### src/rtl/data_fifo_arb_pkg.sv
// Shared types and constants for the data FIFO write-side arbiter.
package data_fifo_arb_pkg;

  typedef enum logic {
    IDLE = 1'b0,
    XFER = 1'b1
  } state_t;

  localparam int DATA_W_DEF = 64;
  localparam int LEN_W_DEF  = 8;

  localparam logic REQ0 = 1'b0;
  localparam logic REQ1 = 1'b1;

endpackage

### src/rtl/data_fifo_wr_arbiter_rr_arb2.sv
// Two-input round-robin arbiter; the pointer names the requester favoured on a tie
// and moves to the opposite of the requester whose burst just ended.
module rr_arb2
  import data_fifo_arb_pkg::*;
(
  input  logic       wclk,
  input  logic       resetn,
  input  logic [1:0] req,
  input  logic       done,
  input  logic       done_id,
  output logic       winner,
  output logic [1:0] grant
);

  logic ptr;

  always_comb begin
    winner = REQ0;
    if (req[0] && req[1]) begin
      winner = ptr;
    end else if (req[1]) begin
      winner = REQ1;
    end
  end

  assign grant = (|req) ? ((winner == REQ1) ? 2'b10 : 2'b01) : 2'b00;

  always_ff @(posedge wclk or negedge resetn) begin
    if (!resetn) begin
      ptr <= REQ0;
    end else if (done) begin
      ptr <= ~done_id;
    end
  end

endmodule

### src/rtl/data_fifo_wr_arbiter.sv
// Write-side arbiter sharing the async data FIFO write port between two burst requesters.
// Optional DATA_FIFO_ARB_LEN_CHECK_EN: also end bursts on counter==0 and flag len/last mismatches.
module data_fifo_wr_arbiter
  import data_fifo_arb_pkg::*;
#(
  parameter int DATA_W = DATA_W_DEF,
  parameter int LEN_W  = LEN_W_DEF
) (
  input  logic              wclk,
  input  logic              resetn,
  input  logic              req0_valid,
  input  logic [LEN_W-1:0]  req0_len,
  output logic              req0_ready,
  input  logic              w0_valid,
  input  logic [DATA_W-1:0] w0_data,
  input  logic              w0_last,
  output logic              w0_ready,
  input  logic              req1_valid,
  input  logic [LEN_W-1:0]  req1_len,
  output logic              req1_ready,
  input  logic              w1_valid,
  input  logic [DATA_W-1:0] w1_data,
  input  logic              w1_last,
  output logic              w1_ready,
  input  logic              fifo_full,
  output logic              fifo_write_en,
  output logic [DATA_W-1:0] fifo_data_in,
  output logic              grant_id,
  output logic              busy,
  output logic              burst_done,
  output logic              burst_err
);

  state_t            state, state_next;
  logic              grant_q;
  logic [LEN_W-1:0]  count;
  logic              winner;
  logic [1:0]        grant_oh;
  logic              sel_valid, sel_last, beat, burst_end, len_err, take;
  logic [DATA_W-1:0] sel_data;

  rr_arb2 u_rr_arb2 (
    .wclk    (wclk),
    .resetn  (resetn),
    .req     ({req1_valid, req0_valid}),
    .done    (burst_end),
    .done_id (grant_q),
    .winner  (winner),
    .grant   (grant_oh)
  );

  assign sel_valid = (grant_q == REQ1) ? w1_valid : w0_valid;
  assign sel_last  = (grant_q == REQ1) ? w1_last  : w0_last;
  assign sel_data  = (grant_q == REQ1) ? w1_data  : w0_data;

  assign beat = (state == XFER) && sel_valid && !fifo_full;
  // Grants are gated by resetn so no ready escapes while reset is held.
  assign take = (state == IDLE) && resetn && (|grant_oh);

`ifdef DATA_FIFO_ARB_LEN_CHECK_EN
  logic count_zero;
  assign count_zero = (count == '0);
  assign burst_end  = beat && (sel_last || count_zero);
  assign len_err    = beat && (sel_last != count_zero);
`else
  assign burst_end  = beat && sel_last;
  assign len_err    = 1'b0;
`endif

  assign fifo_write_en = beat;
  assign fifo_data_in  = beat ? sel_data : '0;
  assign grant_id      = grant_q;
  assign busy          = (state == XFER);

  always_comb begin
    state_next = state;
    req0_ready = 1'b0;
    req1_ready = 1'b0;
    w0_ready   = 1'b0;
    w1_ready   = 1'b0;
    unique case (state)
      IDLE: begin
        if (take) begin
          req0_ready = grant_oh[0];
          req1_ready = grant_oh[1];
          state_next = XFER;
        end
      end
      XFER: begin
        w0_ready = (grant_q == REQ0) && !fifo_full;
        w1_ready = (grant_q == REQ1) && !fifo_full;
        if (burst_end) begin
          state_next = IDLE;
        end
      end
      default: state_next = IDLE;
    endcase
  end

  always_ff @(posedge wclk or negedge resetn) begin
    if (!resetn) begin
      state      <= IDLE;
      grant_q    <= REQ0;
      count      <= '0;
      burst_done <= 1'b0;
      burst_err  <= 1'b0;
    end else begin
      state      <= state_next;
      burst_done <= burst_end;
      burst_err  <= len_err;
      if (take) begin
        grant_q <= winner;
        count   <= (winner == REQ1) ? req1_len : req0_len;
      end else if (beat && (count != '0)) begin
        count <= count - LEN_W'(1);
      end
    end
  end

endmodule

### config.mk
export PLATFORM = sky130hd
export DESIGN_NAME = data_fifo_wr_arbiter
export DESIGN_NICKNAME = d
export VERILOG_FILES = /design/src/rtl/data_fifo_arb_pkg.sv /design/src/rtl/data_fifo_wr_arbiter_rr_arb2.sv /design/src/rtl/data_fifo_wr_arbiter.sv
export SDC_FILE = /design/constraint.sdc
export NUM_CORES = 1
export LEC_CHECK = 0
export BUFFER_PORTS_ARGS = -buffer_cell sky130_fd_sc_hd__buf_2
export CAP_MARGIN = 20
export CORE_AREA = 2 2 89 91
export DETAILED_ROUTE_END_ITERATION = 10
export DIE_AREA = 0 0 91 93
export PLACE_DENSITY_LB_ADDON = 0.15
export SYNTH_ARGS = -nofsm -noshare
export SYNTH_HDL_FRONTEND = slang
export SYNTH_HIERARCHICAL = 1
export SYNTH_SLANG_ARGS = --single-unit
### constraint.sdc
create_clock -name wclk -period 2.28 [get_ports wclk]
set_input_delay 0.114 -clock wclk [delete_from_list [all_inputs] [get_ports wclk]]
set_output_delay 0.114 -clock wclk [all_outputs]
set_load 0.05 [all_outputs]
=== After elaboration in Yosys (flattened, before gate mapping) ===
Cells that the tools add are included.

* Add/sub/neg operators: 0
* Multiply operators: 0
* Div/mod/pow operators: 0
* $lt $le $gt $ge: 0
* Eq/ne operators: 0
* Shift-type cells: 0
* Multiplexer cells: 17
* Bitwise operators: 2
* Reductions and logical operators: 11

{| class="wikitable"
|+ Operator list
! kind !! count
|-
| $mux W64 || 2
|-
| $mux W1 || 12
|-
| $logic_and A1 B1 Y1 || 8
|-
| $mux W2 || 2
|-
| $reduce_or A2 Y1 || 2
|-
| $not A1 Y1 || 2
|-
| $pmux W1 S2 || 1
|-
| $logic_not A1 Y1 || 1
|}

* Bits in registers: 4
* Latch bits: 0
* Bits in writable memories: 0
* Memory bits (read-only): 0
* Input port bits: 153
* Word-level logic and storage cells: 34
* Memories kept: 0

=== Depth between registers and ports, before layout ===
* Depth in word-level cells: 8
* Mapped depth: 6
* Gate-level depth less buffers: 5

=== By module ===
The synthesis kept the hierarchy.

{| class="wikitable"
|+ By module, submodules not included
! module !! times used !! cells each !! area each (µm²) !! seq. area each (µm²)
|-
| data_fifo_wr_arbiter || 1 || 161 || 1176.1 || 75.1
|-
| rr_arb2 || 1 || 6 || 61.3 || 25.0
|}

=== Worst setup path after synthesis ===
OpenSTA, ideal clock, no wires.

* Kind: reg2out
* Start point: register grant_q (netlist: grant_id)
* End point: output port w0_ready
* Arrival time: 2.291 ns
* Required time: 2.166 ns
* Setup slack: -0.125 ns
* Stages on the path, launching flop included: 5
* Path buffers: 3
* Path through: dfrtp_1 > buf_2 > buf_6 > buf_2 > nor3b_1

* Cells in the longest elaborated chain, start to end: 3

{| class="wikitable"
|+ Ends and longest elaborated chain
! what !! RTL line !! source
|-
| start: declaration || data_fifo_wr_arbiter.sv:35 || <nowiki>logic grant_q;</nowiki>
|-
| start signal: assignment || data_fifo_wr_arbiter.sv:112 || <nowiki>grant_q <= winner;</nowiki>
|-
| $not A1 Y1 || data_fifo_wr_arbiter.sv:90 || <nowiki>w0_ready = (grant_q == REQ0) && !fifo_full;</nowiki>
|-
| $logic_and A1 B1 Y1 || data_fifo_wr_arbiter.sv:90 ||
|-
| $mux W1 || data_fifo_wr_arbiter.sv:81 || <nowiki>unique case (state)</nowiki>
|-
| end: declaration || data_fifo_wr_arbiter.sv:17 || <nowiki>output logic w0_ready,</nowiki>
|}

Every way passes these cells.

=== Final worst setup path ===
* Start point: register grant_q (netlist: grant_id)
* End point: output port fifo_data_in[47]

* Cells in the longest elaborated chain, start to end: 4

{| class="wikitable"
|+ Ends and longest elaborated chain
! what !! RTL line !! source
|-
| $mux W1 || data_fifo_wr_arbiter.sv:52 || <nowiki>assign sel_valid = (grant_q == REQ1) ? w1_valid : w0_valid;</nowiki>
|-
| $logic_and A1 B1 Y1 (2 in series) || data_fifo_wr_arbiter.sv:56 || <nowiki>assign beat = (state == XFER) && sel_valid && !fifo_full;</nowiki>
|-
| $mux W64 (*) || data_fifo_wr_arbiter.sv:71 || <nowiki>assign fifo_data_in = beat ? sel_data : '0;</nowiki>
|-
| end: declaration || data_fifo_wr_arbiter.sv:27 || <nowiki>output logic [DATA_W-1:0] fifo_data_in,</nowiki>
|}

Every way passes the cells marked *; elsewhere a longest branch is shown, timed or not.

==> results.py <==
metrics = {
    "outcome": {
        "status": "finished, final reports clean",
    },
    "placement": {
        "hpwl_um": 4010,
        "pre_cts_ws_ns": 0.412,
        "port_buffers": 208,
        "place_inst": 464,
        "gp_congestion": 0.687,
    },
    "cells_and_area": {
        "drive_above_1_share_pct": 59.4,
        "fill_cells": 818,
        "finalNonFillerCells": 469,
        "fin_nets": 521,
        "final_core_util_pct": 32.1,
        "diodes": 0,
        "area_delta_synth_final_pct": 95.2,
    },
    "worst_setup_path": {
        "r2r_cells": 5,
        "crit_path_top_delay_cell": "dfrtp_4",
        "path_class": "reg2out",
        "cp_data_required_time_ns": 2.17,
        "worstPathMaxFanout": 26,
        "crit_start": "grant_id",
        "r2r_start": "grant_id",
        "cp_cell_sequence": "mux2_1 > nand3b_2 > buf_12 > nor2_1 > buf_2",
        "start_kind": "flip-flop",
        "arrival_ns": 1.94,
        "r2r_slack_ns": 0.50,
        "slowest_delay_ns": 0.48,
        "cp-endpoint": "fifo_data_in[47]",
        "rr_endpoint": "u_rr_arb2/ptr",
        "endpoint_kind": "primary output",
    },
    "yosys": {
        "synth_top_area_share_pct": 53.4,
        "synth_edf_count": 0,
        "syn_inst": 167,
        "synthArstFlopShare_pct": 100,
        "ys_ff_latch": 4,
        "ys_types": 16,
        "yosys_warnings": 6,
        "seq_area_frac_synth_pct": 8.09,
        "synthesis.nets": 320,
        "ys_top_cells_by_count": "mux2i_1, nor2_1, buf_2",
        "netlist_area_um2": 1240,
        "synthTopCellsByArea": "mux2i_1, nor2_1, dfrtp_1",
        "synth_area_leader_cell": "mux2i_1",
        "avgSynthCellArea_um2": 7.41,
        "synthFlopType": "dfrtp_1",
    },
    "routing": {
        "viasPerCell": 4.02,
        "vias": 1887,
        "wl_per_cell_um": 10.6,
        "ant_nets": 0,
        "drc_errors": 0,
        "routed_wl_um": 4960,
        "drt_iter0_drc": 24,
        "firstDrtPassIters": 4,
    },
    "cts": {
        "root_buffer": "clkbuf_8",
        "clock_path_buffers": 2,
        "postCtsSetupRepairBufs": 0,
        "numCtsBuffers": 3,
        "cts_tree": "done",
        "cts-resized-gates": 0,
        "clk_latency_ns": 0.22,
        "path_clk_slew_ns": 0.03,
        "htreeDepth": 1,
        "holdBufCountCts": 1,
        "cts.sinks": 4,
    },
    "power_and_ir_drop": {
        "ir_drop_mv": 0.545,
        "power.density_nw_per_um2": 1020,
        "power.switching_w": 0.00152,
        "p_int_w": 0.000942,
        "p_leak_nw": 1.54,
        "seqPwrFrac_pct": 5.6,
        "power_w": 0.00246,
        "swShare_pct": 61.7,
        "combPwrFrac_pct": 88.1,
        "power.share.clock_pct": 6.3,
    },
    "timing": {
        "rsz0062_at_grt": "no",
        "fin_setup_tns_ns": 0,
        "drv_slew": 0,
        "setup_viol": 0,
        "clock_skew_ns": 0.00444,
        "timing.final.crit_share_pct": 89.9,
        "hold_viol_final": 0,
        "timing.fmax_mhz": 488,
        "worst_slack_ns": 0.230,
        "period_needed_ns": 2.05,
    },
    "die": {
        "coreArea_um2": 7530,
        "fp.dieH_um": 93,
        "die_area_um2": 8460,
        "rows": 32,
        "chipWidth_um": 91,
        "start_util_pct": 16.4,
        "io_pins": 226,
    },
    "global_route": {
        "grt_use_total_pct": 10.5,
        "antenna_found_initial": 0,
        "grt_pass1_wl_um": 7600,
        "overflow": 0,
        "grt_max_degree": 71,
        "grt_pass1_vias": 1768,
    },
    "run": {
        "cap_viol_max_count": 0,
    },
    "hold_path": {
        "min_path_type": "in2async",
    },
}
==> final cells by class <==
cell class | instances | area [um^2] | area share (%)
tap | 102 | 128 | 5.28
multi-input combinational | 145 | 1020 | 42.3
inverter | 2 | 7.51 | 0.311
sequential | 4 | 104 | 4.30
timing repair buffer | 212 | 1110 | 46.0
clock buffer | 4 | 45.0 | 1.86
==> power by group through the flow <==
stage	Sequential, W	Clock (W)	Combinational [W]
final	0.000137	0.000156	0.00217
after global routing	0.000144	0.000166	0.00231
after CTS	0.000137	0.000161	0.00220
after detailed placement	0.000138	0	0.00219
after global placement	0.000137	0	0.00218
after floorplan	0.000196	0	0.00169
==> state kept, by name (all words and copies together) (netlist names) <==
name           cells
u_rr_arb2/ptr      1
grant_id           1
burst_done         1
busy               1
==> kinds of logic after synthesis <==
group                  synth area share (%)
other                                 0.303
AOI/OAI and AO/OA                      2.93
and+or+nand+nor                        23.7
muxes                                  55.2
DFF                                    8.09
buffers and inverters                  9.81
==> per-stage QoR <==
stage | hold slack [ns] | instance area [um^2]
after detailed placement | -0.0586 | 2360
after CTS | 0.245 | 2420
after floorplan | -0.182 | 1240
final | 0.253 | 2420
after global placement | -0.0600 | 2360
after global routing | 0.271 | 2420
==> routing by layer <==
layer  track usage [%]  wire [um]
met1              10.5       1850
met2              21.0       2450
met3              4.03        640
met4              1.14         12
met5                 0          0
==> worst min path at each step <==
stage / from / endpoint / slack, ns
2_1_floorplan: resetn / burst_done / -0.18
3_3_place_gp: resetn / burst_done / -0.06
3_5_place_dp: resetn / burst_done / -0.06
4_1_cts: resetn / grant_id / 0.25
5_1_grt: resetn / burst_done / 0.27
6_report: resetn / grant_id / 0.25
==> cells in the final DEF (no fill, tap or decap), types with 2 or more instances in the layout <==
| master | n |
|---|---|
| inv_1 | 2 |
| a21boi_0 | 3 |
| clkbuf_8 | 3 |
| mux2i_1 | 66 |
| buf_12 | 3 |
| buf_2 | 208 |
| and3b_1 | 3 |
| dfrtp_1 | 3 |
| nor2_1 | 66 |
==> worst max-delay path, delay by kind of cell, from the launching register on <==
family	cells	cell delay (ns)
buffers and inverters	2	0.56
DFF	1	0.48
muxes	1	0.23
and+or+nand+nor	2	0.43
(Power assumes the default switching activity.)
